`config.mk`:
```
export PLATFORM = sky130hd
export DESIGN_NAME = rob_commit_queue
export DESIGN_NICKNAME = d
export VERILOG_FILES = /design/src/rtl/rv32i_types.sv /design/src/rtl/rob_ptr_ctr.sv /design/src/rtl/rob_commit_queue.sv
export SDC_FILE = /design/constraint.sdc
export NUM_CORES = 1
export LEC_CHECK = 0
export CORE_AREA = 4 4 316 318
export CTS_BUF_LIST = sky130_fd_sc_hd__clkbuf_4 sky130_fd_sc_hd__clkbuf_8 sky130_fd_sc_hd__clkbuf_16
export CTS_CLUSTER_SIZE = 24
export DETAILED_ROUTE_END_ITERATION = 10
export DIE_AREA = 0 0 320 322
export PLACE_DENSITY = 0.5
export REMOVE_ABC_BUFFERS = 1
export SLEW_MARGIN = 20
export SYNTH_ARGS = -nofsm -noshare
export SYNTH_HDL_FRONTEND = slang
export SYNTH_HIERARCHICAL = 1
export SYNTH_SLANG_ARGS = --single-unit
```
`constraint.sdc`:
```
create_clock -name clk -period 6.25 [get_ports clk]
set_input_delay 0.9375 -clock clk [delete_from_list [all_inputs] [get_ports clk]]
set_output_delay 0.9375 -clock clk [all_outputs]
set_load 0.005 [all_outputs]
```
`src/rtl/rv32i_types.sv`:
```
// ---------------------------------------------------------------------------
// rv32i_types
// Shared type package for the out-of-order core.
//   cdb_t      : common data bus broadcast {valid, rob_idx, rd_v}
//   rob_out_t  : retirement record {phys_reg, arch_reg} for RRAT/free-list
//   rvfi_info  : architectural monitor record carried through the ROB
//   rob_meta_t : per-entry ROB control/metadata view {busy, done, pd, rd}
//   ROB_DEPTH_DEFAULT : default reorder buffer depth
// ---------------------------------------------------------------------------
package rv32i_types;

  localparam int ROB_DEPTH_DEFAULT = 32;

  typedef struct packed {
    logic        valid;
    logic [5:0]  rob_idx;
    logic [31:0] rd_v;
  } cdb_t;

  typedef struct packed {
    logic [5:0] phys_reg;
    logic [4:0] arch_reg;
  } rob_out_t;

  typedef struct packed {
    logic        monitor_valid;
    logic [63:0] monitor_order;
    logic [31:0] monitor_inst;
    logic [4:0]  monitor_rs1_addr;
    logic [4:0]  monitor_rs2_addr;
    logic [31:0] monitor_rs1_rdata;
    logic [31:0] monitor_rs2_rdata;
    logic [4:0]  monitor_rd_addr;
    logic [31:0] monitor_rd_wdata;
    logic [31:0] monitor_pc_rdata;
    logic [31:0] monitor_pc_wdata;
    logic [31:0] monitor_mem_addr;
    logic [3:0]  monitor_mem_rmask;
    logic [3:0]  monitor_mem_wmask;
    logic [31:0] monitor_mem_rdata;
    logic [31:0] monitor_mem_wdata;
  } rvfi_info;

  typedef struct packed {
    logic       busy;
    logic       done;
    logic [5:0] pd;
    logic [4:0] rd;
  } rob_meta_t;

endpackage

```
`src/rtl/rob_ptr_ctr.sv`:
```
// ---------------------------------------------------------------------------
// rob_ptr_ctr
// Circular-buffer pointer with an extra wrap bit above the index. The wrap
// bit lets the owner tell full (indices equal, wrap bits differ) from empty
// (pointers fully equal). Wraps naturally at 2*depth because depth is a
// power of two.
// Ports:
//   clk      in   clock, rising edge
//   rst_n    in   asynchronous active-low reset (pointer -> 0)
//   clear_i  in   synchronous return to 0, priority over inc_i
//   inc_i    in   advance by one entry
//   ptr_o    out  {wrap, index}, IDX_W+1 bits
// ---------------------------------------------------------------------------
module rob_ptr_ctr #(
  parameter int IDX_W = 5
) (
  input  logic             clk,
  input  logic             rst_n,
  input  logic             clear_i,
  input  logic             inc_i,
  output logic [IDX_W:0]   ptr_o
);

  logic [IDX_W:0] ptr_q;
  logic [IDX_W:0] ptr_d;

  always_comb begin
    ptr_d = ptr_q;
    if (clear_i) begin
      ptr_d = '0;
    end else if (inc_i) begin
      ptr_d = ptr_q + (IDX_W + 1)'(1);
    end
  end

  always_ff @(posedge clk or negedge rst_n) begin
    if (!rst_n) begin
      ptr_q <= '0;
    end else begin
      ptr_q <= ptr_d;
    end
  end

  assign ptr_o = ptr_q;

endmodule

```
`src/rtl/rob_commit_queue.sv`:
```
// ---------------------------------------------------------------------------
// rob_commit_queue
// Reorder buffer: allocates one entry per dispatched instruction at the tail,
// marks entries done from CDB broadcasts, and retires done entries strictly
// in program order from the head, at most one per cycle.
//
// Optional feature macro: ROB_RVFI_EN
//   defined   : per-entry rvfi_info storage; commit_rvfi carries the record
//               of the retiring entry with monitor_valid set and
//               monitor_rd_wdata captured from the CDB.
//   undefined : no rvfi storage; commit_rvfi is tied to zero.
//
// Ports:
//   clk              in   clock, rising edge
//   rst_n            in   asynchronous active-low reset
//   flush            in   synchronous squash of all entries (highest priority)
//   dispatch_valid   in   rename presents an instruction
//   dispatch_ready   out  ROB not full (registered pointers only)
//   dispatch_pd      in   destination physical register
//   dispatch_rd      in   destination architectural register
//   dispatch_rvfi    in   monitor fields known at dispatch
//   dispatch_rob_idx out  tail index allocated this cycle (zero-extended)
//   cdb              in   completion broadcast
//   commit_valid     out  head entry retires this cycle
//   commit_out       out  {phys_reg, arch_reg} of retiring entry, else 0
//   commit_rvfi      out  monitor record of retiring entry, else 0
//   rob_empty        out  no busy entries
// ---------------------------------------------------------------------------
module rob_commit_queue
  import rv32i_types::*;
#(
  parameter int ROB_DEPTH = ROB_DEPTH_DEFAULT,
  parameter int ROB_IDX_W = $clog2(ROB_DEPTH)
) (
  input  logic       clk,
  input  logic       rst_n,
  input  logic       flush,
  input  logic       dispatch_valid,
  output logic       dispatch_ready,
  input  logic [5:0] dispatch_pd,
  input  logic [4:0] dispatch_rd,
  input  rvfi_info   dispatch_rvfi,
  output logic [5:0] dispatch_rob_idx,
  input  cdb_t       cdb,
  output logic       commit_valid,
  output rob_out_t   commit_out,
  output rvfi_info   commit_rvfi,
  output logic       rob_empty
);

  localparam int PTR_W = ROB_IDX_W + 1;

  logic [PTR_W-1:0]     head_ptr;
  logic [PTR_W-1:0]     tail_ptr;
  logic [ROB_IDX_W-1:0] head_idx;
  logic [ROB_IDX_W-1:0] tail_idx;
  logic [ROB_IDX_W-1:0] cdb_idx;

  logic full;
  logic dispatch_fire;
  logic cdb_hit;

  logic [ROB_DEPTH-1:0] busy_q;
  logic [ROB_DEPTH-1:0] busy_d;
  logic [ROB_DEPTH-1:0] done_q;
  logic [ROB_DEPTH-1:0] done_d;

  logic [5:0] pd_q [ROB_DEPTH];
  logic [4:0] rd_q [ROB_DEPTH];

  rob_meta_t head_meta;
  logic      unused_in;

  // Pointers ----------------------------------------------------------------
  rob_ptr_ctr #(
    .IDX_W (ROB_IDX_W)
  ) u_head_ptr (
    .clk     (clk),
    .rst_n   (rst_n),
    .clear_i (flush),
    .inc_i   (commit_valid),
    .ptr_o   (head_ptr)
  );

  rob_ptr_ctr #(
    .IDX_W (ROB_IDX_W)
  ) u_tail_ptr (
    .clk     (clk),
    .rst_n   (rst_n),
    .clear_i (flush),
    .inc_i   (dispatch_fire),
    .ptr_o   (tail_ptr)
  );

  assign head_idx = head_ptr[ROB_IDX_W-1:0];
  assign tail_idx = tail_ptr[ROB_IDX_W-1:0];

  // Full only looks at registered pointers: a commit in the same cycle does
  // not free a slot for dispatch until the next cycle.
  assign full = (head_idx == tail_idx) &&
                (head_ptr[ROB_IDX_W] != tail_ptr[ROB_IDX_W]);

  assign dispatch_ready   = !full;
  assign dispatch_fire    = dispatch_valid && !full;
  assign dispatch_rob_idx = 6'(tail_idx);
  assign rob_empty        = (head_ptr == tail_ptr);

  // Broadcasts to entries that are not allocated are dropped.
  assign cdb_idx = cdb.rob_idx[ROB_IDX_W-1:0];
  assign cdb_hit = cdb.valid && busy_q[cdb_idx];

  // Head view and commit outputs ---------------------------------------------
  always_comb begin
    head_meta      = '0;
    head_meta.busy = busy_q[head_idx];
    head_meta.done = done_q[head_idx];
    head_meta.pd   = pd_q[head_idx];
    head_meta.rd   = rd_q[head_idx];
  end

  assign commit_valid = head_meta.busy && head_meta.done;

  always_comb begin
    commit_out = '0;
    if (commit_valid) begin
      commit_out.phys_reg = head_meta.pd;
      commit_out.arch_reg = head_meta.rd;
    end
  end

  // Busy/done control ---------------------------------------------------------
  // CDB is applied before the commit clear so a late broadcast to the head
  // that is retiring cannot re-mark a freed slot as done.
  always_comb begin
    busy_d = busy_q;
    done_d = done_q;
    if (flush) begin
      busy_d = '0;
      done_d = '0;
    end else begin
      if (cdb_hit) begin
        done_d[cdb_idx] = 1'b1;
      end
      if (commit_valid) begin
        busy_d[head_idx] = 1'b0;
        done_d[head_idx] = 1'b0;
      end
      if (dispatch_fire) begin
        busy_d[tail_idx] = 1'b1;
        done_d[tail_idx] = 1'b0;
      end
    end
  end

  always_ff @(posedge clk or negedge rst_n) begin
    if (!rst_n) begin
      busy_q <= '0;
      done_q <= '0;
    end else begin
      busy_q <= busy_d;
      done_q <= done_d;
    end
  end

  // Entry payload -------------------------------------------------------------
  // Payload is only observed through busy/done, so it carries no reset.
  always_ff @(posedge clk) begin
    if (dispatch_fire) begin
      pd_q[tail_idx] <= dispatch_pd;
      rd_q[tail_idx] <= dispatch_rd;
    end
  end

`ifdef ROB_RVFI_EN
  rvfi_info rvfi_q [ROB_DEPTH];

  // Dispatch and CDB never target the same entry in one cycle, so the two
  // writes below never collide.
  always_ff @(posedge clk) begin
    if (dispatch_fire) begin
      rvfi_q[tail_idx] <= dispatch_rvfi;
    end
    if (cdb_hit) begin
      rvfi_q[cdb_idx].monitor_rd_wdata <= cdb.rd_v;
    end
  end

  always_comb begin
    commit_rvfi = '0;
    if (commit_valid) begin
      commit_rvfi               = rvfi_q[head_idx];
      commit_rvfi.monitor_valid = 1'b1;
    end
  end

  assign unused_in = ^{cdb.rob_idx};
`else
  assign commit_rvfi = '0;
  assign unused_in   = ^{cdb.rob_idx, cdb.rd_v, dispatch_rvfi};
`endif

endmodule
```
Word level (Yosys, flattened, before mapping)
Memory sizes are Yosys's and may differ from the RTL's.
Index checks and enable logic that the tools add are counted.
{"block": "classes", "reduce_logical": 10, "n_eq_ne": 3, "bitwise_logic": 7, "mux": 29, "add_sub_neg": 2, "order_cmp": 6}
{"cell": "$mux W32", "count": 10}
{"cell": "$and A32 B32 Y32", "count": 3}
{"cell": "$not A32 Y32", "count": 2}
{"cell": "$or A32 B32 Y32", "count": 2}
{"cell": "$mux W6", "count": 4}
{"cell": "$lt A5 B6 Y1 const B", "count": 3}
{"cell": "$bmux W1 S5", "count": 3}
{"cell": "$demux W1 S5", "count": 3}
{"cell": "$ge A5 B1 Y1 const B", "count": 3}
{"cell": "$add A6 B1 Y6 const B", "count": 2}
{"cell": "$mux W11", "count": 1}
{"cell": "$mux W1", "count": 8}
{"cell": "$logic_and A1 B1 Y1", "count": 7}
{"cell": "$eq A6 B6 Y1", "count": 1}
{"cell": "$eq A5 B5 Y1", "count": 1}
{"cell": "$reduce_bool A2 Y1", "count": 2}
{"cell": "$logic_not A1 Y1", "count": 1}
{"cell": "$ne A1 B1 Y1", "count": 1}
{"block": "word_totals", "memories": 2, "out_inout_bits": 396, "register_bits": 76, "ramBits": 352}
{"name": "pd_q", "words": 32, "width": 6, "read_ports": 1, "rd_clocked_by_memory_dff": 0, "write_ports": 1, "line_no": "rob_commit_queue.sv:68", "source": "logic [5:0] pd_q [ROB_DEPTH];"}
{"name": "rd_q", "words": 32, "width": 5, "read_ports": 1, "rd_clocked_by_memory_dff": 0, "write_ports": 1, "line_no": "rob_commit_queue.sv:69", "source": "logic [4:0] rd_q [ROB_DEPTH];"}

Logic depth before layout (Yosys ltp)
{"block": "logic_depth", "ltp_word": 13, "ltp_mapped": 12, "depth_no_buf": 8}

Hierarchy
Netlist, hierarchy kept.
{"module": "rob_commit_queue", "instances": 1, "area_each_um2": 20888.8, "seq_area_each_um2": 12171.7, "cells_each": 1461}
{"module": "rob_ptr_ctr", "instances": 2, "area_each_um2": 269.0, "seq_area_each_um2": 150.1, "cells_each": 24}

Worst setup path after synthesis
No wires, ideal clock.
{"block": "synth_timing", "path_type": "reg2out", "start": "register u_head_ptr.ptr_q[1] (netlist: u_head_ptr/ptr_o[1])", "end": "output port commit_out[0] (netlist bit)", "stages_incl_launch_ff": 10, "required_time_ps": 5312, "arrival_time_ps": 2189, "n_path_buf": 3, "slack_ps": 3123, "path_cell_list": "dfrtp_1 -> buf_6 -> mux2_4 -> a32o_1 -> a221o_1 -> buf_6 -> nor3_4 -> a21oi_2 -> buf_6 -> and2_4"}
{"element": "start, declared", "line_no": "rob_ptr_ctr.sv:24", "source": "logic [IDX_W:0] ptr_q;"}
{"element": "start signal, assigned", "line_no": "rob_ptr_ctr.sv:40", "source": "ptr_q <= ptr_d;"}
{"element": "end, declared", "line_no": "rob_commit_queue.sv:46", "source": "output rob_out_t commit_out,"}

==> summary.txt <==
Clock network
  – Post-CTS Resized: 0
  – TritonCTS clock tree: built
  – CTS buffer count: 44
  – Postcts setup bufs: 0
  – Hold_buf cts: 0
  – CTS clock-pin slew for the worst setup and hold paths: 0.06 ns
  – Root Driver: clkbuf_16
  – TritonCTS Sinks: 428
  – CTS H-tree lvls: 2
  – Clock Path Buffers: 3
  – Clock Latency Late Sink: 0.58 ns

Critical path
  – CP peak stage delay: 0.82 ns
  – Worst R2R End: rd_q[8][0]
  – Top delay family on crit path: compound AO/OA/AOI/OAI gates
  – Buf+Inv Stages, Crit Path: 2
  – CP endpoint kind: output port
  – Crit path launch type: register
  – CP max-delay cell: or3_1
  – Worst Path Required: 5.31 ns
  – FF-to-FF setup slack: 2.25 ns
  – CP Max Fanout: 33
  – Crit-path cells: or3_1, o22ai_1, nor2_1, o221a_4, a21oi_2, buf_4, and2_4, clkdlybuf4s50_1
  – Kind of critical path: register to output port
  – WP data arrival: 4.50 ns
  – Depth of the worst register-to-register path: 6
  – RR Startpoint: u_head_ptr/ptr_o[1]

Die
  – Chip Height: 322 um
  – Row count: 114
  – DIE WIDTH: 320 um
  – CORE AREA: 96600 um^2
  – Initial Util: 22.2%
  – I/O pins: 826
  – Die Footprint: 103000 um^2

Timing
  – Clock period minus worst slack: 5.44 ns
  – Worst slew pin tran: 1.19 ns
  – Tcrit/Tclk final: 87.0%
  – Post-route setup slack: 0.810 ns
  – Fmax: 184 MHz
  – Worst slew margin: 20.1%
  – Worst clock skew: 0.0367 ns
  – Final Hold Fails: 0
  – Slew Limit Fails: 0
  – RSZ-0062 raised after global routing: no
  – Setup violations, final: 0

Finish
  – Fill cell count: 9868
  – Synth-to-Final Area Change: 8.89%
  – Multi-input logic area: 7040 um^2
  – NumNets Final: 1987
  – Layout cells sized above 1: 17.4%
  – Register Area: 12500 um^2

Logic synthesis
  – Synth top area cells: edfxtp_1 49%, buf_4 14%, mux4_2 9.2%
  – Flip-flop and latch count after synthesis: 428
  – Post-synth EDFFs: 352
  – Ys Warns: 6
  – Synth Flop Type: edfxtp_1
  – Mapped cell area: 21400 um^2
  – Post-synth top area cell: edfxtp_1
  – Post-synth ARST share: 17.8%
  – Top-area cell type share of the netlist area: 49.3%
  – Sequential-to-total area share from yosys stat: 58.2%
  – Synth Instances: 1509
  – Average size of a mapped cell: 14.2 um^2
  – Library cells used by synthesis: 60

Place
  – RD Place Congestion: 0.858
  – Worst slack at placement: 1.40 ns
  – Port Buffers: 39
  – DP HPWL: 36100 um

Pwr
  – Pleak: 7.89 nW
  – Max VDD drop: 0.000182 V
  – Overall Power: 5.93 mW
  – Power Density: 254 nW/um^2

Global routing
  – Total GRT Usage: 10.0%
  – Number of global-route vias before repair: 11200
  – Initial antenna violation count: 5
  – Largest net degree at the start of global routing: 109
  – First-pass GRT wire length: 78200 um
  – GRT overflow: 0

Detailed routing
  – Wirelength per Cell: 19.2 um
  – Post-Route WL: 55100 um
  – Final antenna-violating net count: 0
  – DRT iter0 DRCs: 991
  – Routed vias/inst: 4.16
  – DRC viols: 0
  – Vias: 11900
  – 1st-pass router iterations: 5

Job
  – Max-Cap Viols: 0

Min path
  – Worst min path class: input pin to async pin

Status
  – Outcome: finished, final reports clean
-- cells in the final DEF (no fill, tap or decap), types with 27 or more instances in the layout --
master and instances:
o31ai_1 27, mux2i_1 46, mux4_2 88, buf_4 51, o32ai_1 34, a31oi_1 32, edfxtp_1 352, conb_1 377
clkbuf_16 44, clkdlybuf4s50_1 33, nor2_1 75, dfrtp_1 74, nand2b_1 41, a21oi_1 31, o22ai_1 51
-- cell families (layout without fill, tap and decap cells) --
| logic type | after synthesis | count (layout) | synth area share [%] |
|---|---|---|---|
| adder cells (fa/ha/maj) | 2 | 2 | 0.117 |
| flip-flops | 428 | 428 | 58.2 |
| buffers and inverters | 473 | 177 | 15.6 |
| AO/OA/AOI/OAI | 204 | 204 | 6.82 |
| XOR/XNOR | 14 | 14 | 0.572 |
| AND/OR/NAND/NOR | 248 | 248 | 6.95 |
| multiplexers | 139 | 139 | 11.7 |
| other | 1 | 379 | 0.0175 |
-- worst max path at each step --
stage,from,endpoint,slack [ns],depth (start not counted)
global placement,u_head_ptr/ptr_o[3],commit_out[1],1.44,7
CTS,u_head_ptr/ptr_o[3],commit_out[7],0.78,8
finish,u_head_ptr/ptr_o[4],commit_out[7],0.81,8
floorplan,u_head_ptr/ptr_o[0],commit_out[1],-0.68,6
global route,u_head_ptr/ptr_o[4],commit_out[7],0.68,8
detailed placement,u_head_ptr/ptr_o[3],commit_out[7],1.40,8
-- area by class of cell --
cell class	instances	share of cell area, %
Antenna cell	2	0.0215
Multi-Input combinational cell	984	30.2
Clock buffer	58	5.22
Timing Repair Buffer	92	3.41
Inverter	5	0.0804
Sequential cell	428	53.5
Tap cell	1276	6.84
Clock inverter	22	0.783
-- report_power, final --
| part | internal (mW) | leakage, nW | switching [mW] |
|---|---|---|---|
| sequential | 3.11 | 4.23 | 0.00940 |
| clock | 1.43 | 0.702 | 1.12 |
| combinational | 0.0571 | 2.96 | 0.210 |
-- metal layers --
| layer | routed length, um | track usage [%] | up-vias |
|---|---|---|---|
| met5 | 27 | 0 | - |
| met3 | 4390 | 1.94 | 87 |
| met4 | 1050 | 2.09 | 4 |
| met2 | 26100 | 16.4 | 657 |
| met1 | 23600 | 13.8 | 6102 |
| li1 | - | - | 5089 |
-- flip-flops by register name (all words and copies together) (netlist names) --
register and cells:
u_tail_ptr/ptr_o 6, done_q 32, busy_q 32, rd_q 160
u_head_ptr/ptr_o 6, pd_q 192
-- per-stage QoR --
stage / std cells / TNS (ns) / area, um^2 / hold WS (ns) / util (%)
final: 2867 / 0 / 23300 / 0.422 / 24.2
after global routing: 2865 / 0 / 23300 / 0.477 / 24.2
after CTS: 2865 / 0 / 23300 / 0.567 / 24.2
after detailed placement: 2785 / 0 / 21900 / 0.550 / 22.7
after global placement: 2785 / 0 / 21900 / 0.546 / 22.7
after floorplan: 1417 / -8.37 / 19500 / 0.519 / -
-- synthesized netlist by cell type (8+ instances only) --
cell type / instances
buf_4: 389
edfxtp_1: 352
mux4_2: 88
nor2_1: 81
dfrtp_1: 76
o22ai_1: 51
mux2i_1: 46
nand2b_1: 41
o32ai_1: 34
a31oi_1: 32
buf_2: 32
a21oi_1: 31
clkbuf_1: 29
o31ai_1: 27
nor4_1: 25
nor4_2: 19
nand2_1: 16
nand3b_1: 11
buf_6: 10
and2_4: 9
buf_1: 8
nor3_1: 8
Power figures use the tool's default switching activity.
